File: src/rtl/smg_pkg.sv
// Shared constants, state type and BCD helper for the seven-segment scan feeder.
package smg_pkg;

  localparam logic [3:0] KEY_BLANK = 4'd15;
  localparam logic [3:0] KEY_OVF   = 4'd10;
  localparam int         BIN_W     = 14;
  localparam int         MAX_VAL   = 9999;
  localparam int         BCD_W     = 16;

  typedef enum logic {
    ST_IDLE,
    ST_CONV
  } state_t;

  // Double-dabble correction: any nibble of 5 or more gets +3 before the shift.
  function automatic logic [BCD_W-1:0] dabble_adjust(input logic [BCD_W-1:0] bcd);
    logic [BCD_W-1:0] res;
    res = bcd;
    for (int n = 0; n < 4; n++) begin
      if (bcd[n*4 +: 4] >= 4'd5) begin
        res[n*4 +: 4] = bcd[n*4 +: 4] + 4'd3;
      end
    end
    return res;
  endfunction

endpackage

File: src/rtl/bin2bcd_seq.sv
// Sequential double-dabble converter with a valid/ready style start and a one-cycle done strobe.
module bin2bcd_seq
  import smg_pkg::*;
(
  input  logic             clk,
  input  logic             rst,
  input  logic [BIN_W-1:0] i_bin,
  input  logic             i_start,
  output logic             o_rdy,
  output logic [BCD_W-1:0] o_bcd,
  output logic             o_done
);

  localparam int         SHIFT_W  = BIN_W + BCD_W;
  localparam logic [3:0] CNT_LAST = 4'(BIN_W - 1);

  state_t               r_state;
  state_t               w_next_state;
  logic [SHIFT_W-1:0]   r_shift;
  logic [3:0]           r_cnt;
  logic [SHIFT_W-1:0]   w_adj;
  logic [SHIFT_W-1:0]   w_shifted;

  assign w_adj     = {dabble_adjust(r_shift[SHIFT_W-1 -: BCD_W]), r_shift[BIN_W-1:0]};
  assign w_shifted = {w_adj[SHIFT_W-2:0], 1'b0};
  // The final shift result goes straight out so the digit register loads on the last CONV edge.
  assign o_bcd     = w_shifted[SHIFT_W-1 -: BCD_W];

  always_ff @(posedge clk or posedge rst) begin
    if (rst) begin
      r_state <= ST_IDLE;
    end else begin
      r_state <= w_next_state;
    end
  end

  always_comb begin
    w_next_state = r_state;
    o_rdy        = 1'b0;
    o_done       = 1'b0;
    case (r_state)
      ST_IDLE: begin
        o_rdy = 1'b1;
        if (i_start) begin
          w_next_state = ST_CONV;
        end
      end
      ST_CONV: begin
        if (r_cnt == CNT_LAST) begin
          o_done       = 1'b1;
          w_next_state = ST_IDLE;
        end
      end
      default: w_next_state = ST_IDLE;
    endcase
  end

  always_ff @(posedge clk or posedge rst) begin
    if (rst) begin
      r_shift <= '0;
      r_cnt   <= '0;
    end else if (r_state == ST_IDLE) begin
      if (i_start) begin
        r_shift <= {{BCD_W{1'b0}}, i_bin};
        r_cnt   <= '0;
      end
    end else begin
      r_shift <= w_shifted;
      r_cnt   <= r_cnt + 4'd1;
    end
  end

endmodule

File: src/rtl/smg_scan.sv
// Binary-to-display feeder: overflow check, digit register, scan divider and key mux
// around the sequential BCD converter.
module smg_scan
  import smg_pkg::*;
#(
  parameter int CLK_HZ  = 12_000_000,
  parameter int SCAN_HZ = 1000
) (
  input  logic             clk,
  input  logic             rst,
  input  logic [BIN_W-1:0] bin_in,
  input  logic             bin_vld,
  output logic             bin_rdy,
  input  logic             blank_en,
  output logic [1:0]       sel,
  output logic [3:0]       key
);

  localparam int DIV_RAW = CLK_HZ / SCAN_HZ;
  localparam int DIV     = (DIV_RAW < 2) ? 2 : DIV_RAW;
  localparam int DIV_W   = $clog2(DIV);

  logic             w_over;
  logic             w_start;
  logic [BCD_W-1:0] w_bcd;
  logic             w_done;
  logic [BCD_W-1:0] r_digits;
  logic             r_ovf;
  logic [DIV_W-1:0] r_div;
  logic [1:0]       r_sel;
  logic [BCD_W-1:0] w_upper;

  assign w_over  = (bin_in > BIN_W'(MAX_VAL));
  assign w_start = bin_vld && !w_over;

  bin2bcd_seq u_conv (
    .clk     (clk),
    .rst     (rst),
    .i_bin   (bin_in),
    .i_start (w_start),
    .o_rdy   (bin_rdy),
    .o_bcd   (w_bcd),
    .o_done  (w_done)
  );

  // The overflow flag drops only when fresh digits land, so the old display holds during CONV.
  always_ff @(posedge clk or posedge rst) begin
    if (rst) begin
      r_digits <= '0;
      r_ovf    <= 1'b0;
    end else if (w_done) begin
      r_digits <= w_bcd;
      r_ovf    <= 1'b0;
    end else if (bin_vld && bin_rdy && w_over) begin
      r_ovf    <= 1'b1;
    end
  end

  always_ff @(posedge clk or posedge rst) begin
    if (rst) begin
      r_div <= '0;
      r_sel <= 2'd0;
    end else if (r_div == DIV_W'(DIV - 1)) begin
      r_div <= '0;
      r_sel <= r_sel + 2'd1;
    end else begin
      r_div <= r_div + DIV_W'(1);
    end
  end

  assign sel = r_sel;

  // Shifting the selected digit to the bottom leaves it and all higher digits in w_upper.
  assign w_upper = r_digits >> {r_sel, 2'b00};

  always_comb begin
    key = w_upper[3:0];
    if (r_ovf) begin
      key = KEY_OVF;
    end else if (blank_en && (r_sel != 2'd0) && (w_upper == '0)) begin
      key = KEY_BLANK;
    end
  end

endmodule

File: config.mk
export PLATFORM = sky130hd
export DESIGN_NAME = smg_scan
export DESIGN_NICKNAME = d
export VERILOG_FILES = /design/src/rtl/smg_pkg.sv /design/src/rtl/bin2bcd_seq.sv /design/src/rtl/smg_scan.sv
export SDC_FILE = /design/constraint.sdc
export NUM_CORES = 1
export LEC_CHECK = 0
export ABC_CLOCK_PERIOD_IN_PS = 6450
export CORE_MARGIN = 2
export CORE_UTILIZATION = 55
export CTS_BUF_LIST = sky130_fd_sc_hd__clkbuf_2
export DETAILED_ROUTE_END_ITERATION = 8
export GPL_TIMING_DRIVEN = 0
export HOLD_SLACK_MARGIN = 0.06
export PLACE_DENSITY_LB_ADDON = 0.12
export SYNTH_ARGS = -nofsm -noshare
export SYNTH_HDL_FRONTEND = slang
export SYNTH_SLANG_ARGS = --single-unit
File: constraint.sdc
create_clock -name clk -period 6.45 [get_ports clk]
set_input_delay 1.29 -clock clk [delete_from_list [all_inputs] [get_ports clk]]
set_output_delay 1.29 -clock clk [all_outputs]
set_load 0.02 [all_outputs]
==> impl_metrics.json <==
{
  "hold_ws_ns": 0.5033,
  "fp.dieH_um": 82.74,
  "tns_ns": 0,
  "finish.utilization_pct": 64.56,
  "max_cap_viol_count": 0,
  "start_util_pct": 57.25,
  "placed_cell_area_mm2": 0.003746,
  "synth.top_cell.area_share_pct": 49.91,
  "synth_seq_area_share_pct": 49.91,
  "post-cts-setup-buffer-count": 0,
  "start_kind": "primary input",
  "synth.net_count": 350,
  "die_w_um": 82.74,
  "grt_pass1_vias": 2393,
  "synth_most_common_cell": "dfrtp_1",
  "wl_um": 6602,
  "cts_tree": "built",
  "synthArstFlopShare_pct": 100.0,
  "peakVddDrop_uv": 225.5,
  "ios": 25,
  "slew_viol_final": 0,
  "multi_input_area_mm2": 0.001595,
  "final_area_mm2": 0.003845,
  "h-tree-depth": 3,
  "critPathCaptureType": "output pin",
  "hold_violations": 0,
  "crit_fanout": 2,
  "synth_edf_count": 0,
  "hold_class": "reg -> reg",
  "antenna_cells": 0,
  "grt_max_degree": 69,
  "maxSlewHeadroom_pct": 45.92,
  "grt_antenna_before_repair": 0,
  "synthDistinctLibCells": 41,
  "synth_area_leaders": "dfrtp_1, ha_1, mux2_2, o221a_2, nand2b_1",
  "ant_nets": 0,
  "crit_arrival_ns": 3.32,
  "leakagePower_nw": 1.725,
  "rsz0062_at_grt": "false",
  "max_freq_mhz": 216.8,
  "num_vias": 2465,
  "synthCells": 320,
  "cts_hold_buf": 0,
  "synthesis.area_mm2": 0.003410,
  "status": "finished clean",
  "ctsRootBufferMaster": "clkbuf_2",
  "clk_latency_ns": 0.48,
  "grt_pass1_wl_um": 11120,
  "nets": 385,
  "wl_per_cell_um": 15.21,
  "ys.flop_type": "dfrtp_1",
  "synth_top_cell_by_area": "dfrtp_1",
  "detail_route.vias_per_cell": 5.680,
  "cts_resized": 0,
  "final_cells": 434,
  "yosys-top-cells-count": "dfrtp_1, nand2_1, nand3_1, o21ai_0",
  "drt_iter0_markers": 84,
  "worstMarginPinSlew_ns": 0.8111,
  "fillers": 474,
  "io_buffer_count": 24,
  "critPathKind": "in -> out",
  "syn_to_final_growth_pct": 12.77,
  "core-area_mm2": 0.005956,
  "first_pass_iters": 4,
  "grt_util_all_layers_pct": 22.18,
  "powerDensity_mw_per_mm2": 408.9,
  "row_count": 28,
  "worstPathRequired_ns": 5.16,
  "hpwl_um": 4711,
  "regArea_mm2": 0.001702,
  "setup_viol": 0,
  "grt.overflow.total": 0,
  "finalCriticalPeriod_ns": 4.612,
  "gp_congestion": 0.8590,
  "cts.sinks": 68,
  "numCtsBuffers": 9,
  "placed_cells": 419,
  "ys_ff_latch": 68,
  "cts_buffer_depth": 2,
  "synth.yosys.warnings": 0,
  "finalCritPeriodShare_pct": 71.50,
  "synth.avg_cell_area_um2": 10.65,
  "drc": 0,
  "clock_skew_ns": 0.02223,
  "drive_gt1_share_pct": 12.53,
  "clk_pin_slew_worst_paths_ns": 0.15,
  "die-area_mm2": 0.006845
}
[metal layers]
| layer | track usage, % | part of all wire, % | up-vias |
|---|---|---|---|
| li1 | - | - | 1207 |
| met3 | 4.891 | 3.7 | 11 |
| met1 | 29.11 | 47 | 1194 |
| met5 | 0 | 0 | - |
| met4 | 10.00 | 1.8 | 0 |
| met2 | 35.32 | 48 | 53 |
[power by group]
group | leakage [nW] | switching [mW] | total (mW) | internal, mW
sequential | 0.847 | 0.127 | 0.704 | 0.576
combinational | 0.808 | 0.317 | 0.637 | 0.320
clock | 0.0695 | 0.141 | 0.231 | 0.0910
total | 1.72 | 0.585 | 1.57 | 0.987
[state kept, by name, indices dropped and copies added (netlist names)]
register        count
u_conv.r_cnt        4
sel                 2
r_div              14
r_digits           16
r_ovf               1
u_conv.r_shift     30
u_conv.r_state      1
[stage by stage]
stage          power, mW  setup slack (ns)
2_1_floorplan      1.169             2.788
3_3_place_gp       1.322             1.830
3_5_place_dp       1.356             1.826
4_1_cts            1.588             1.830
5_1_grt            1.708             1.696
6_report           1.572             1.838
[cells by family after synthesis]
group	Yosys count	synth area share [%]
flip-flops	68	49.91
multiplexers	20	8.110
buffers and inverters	28	3.303
AND/OR/NAND/NOR	115	17.47
adder cells (fa/ha/maj)	12	4.404
XOR/XNOR	19	4.881
AO/OA/AOI/OAI	58	11.93
[layout by cell type (no fill, tap or decap), drive strengths merged, types with 4 or more instances in the layout]
cell	instances
nand4	4
ha	12
o221a	12
mux2	12
clkbuf	22
nor3b	4
o21ai	22
mux2i	4
nor2	20
a21oi	11
clkdlybuf4s50	24
dfrtp	68
mux4	4
nand2	26
nand3	25
xor2	8
a22o	4
nand2b	20
nor4	4
inv	16
xnor2	11
[final cells by class]
type	count	area share, %
timing repair buffer	24	6.248
multi-input combinational	224	41.49
buffer	12	1.367
tap	75	2.441
sequential	68	44.26
clock inverter	3	1.009
inverter	16	1.627
clock buffer	12	1.562
[worst max-delay path: stages]
cell,delay (ns)
clkdlybuf4s50_1,0.45
nand2b_1,0.05
or4_4,0.42
or3_1,0.37
a21oi_2,0.13
clkdlybuf4s50_1,0.61
[worst paths after layout]
check,startpoint,cells past startpoint,endpoint,slack [ns]
worst max-delay path,blank_en,6,key[0],1.84
worst min register to register,u_conv.r_shift[0]$_DFFE_PP0P_,1,u_conv.r_shift[0]$_DFFE_PP0P_,0.50
min in group asynchronous,rst,2,r_div[6]$_DFF_PP0_,1.31
max in group asynchronous,rst,2,u_conv.r_shift[3]$_DFFE_PP0P_,4.61
worst max register to register,r_div[0]$_DFF_PP0_,6,sel[1]$_DFFE_PP0N_,4.49
worst min-delay path,u_conv.r_shift[0]$_DFFE_PP0P_,1,u_conv.r_shift[0]$_DFFE_PP0P_,0.50
(Power assumes the default switching activity.)
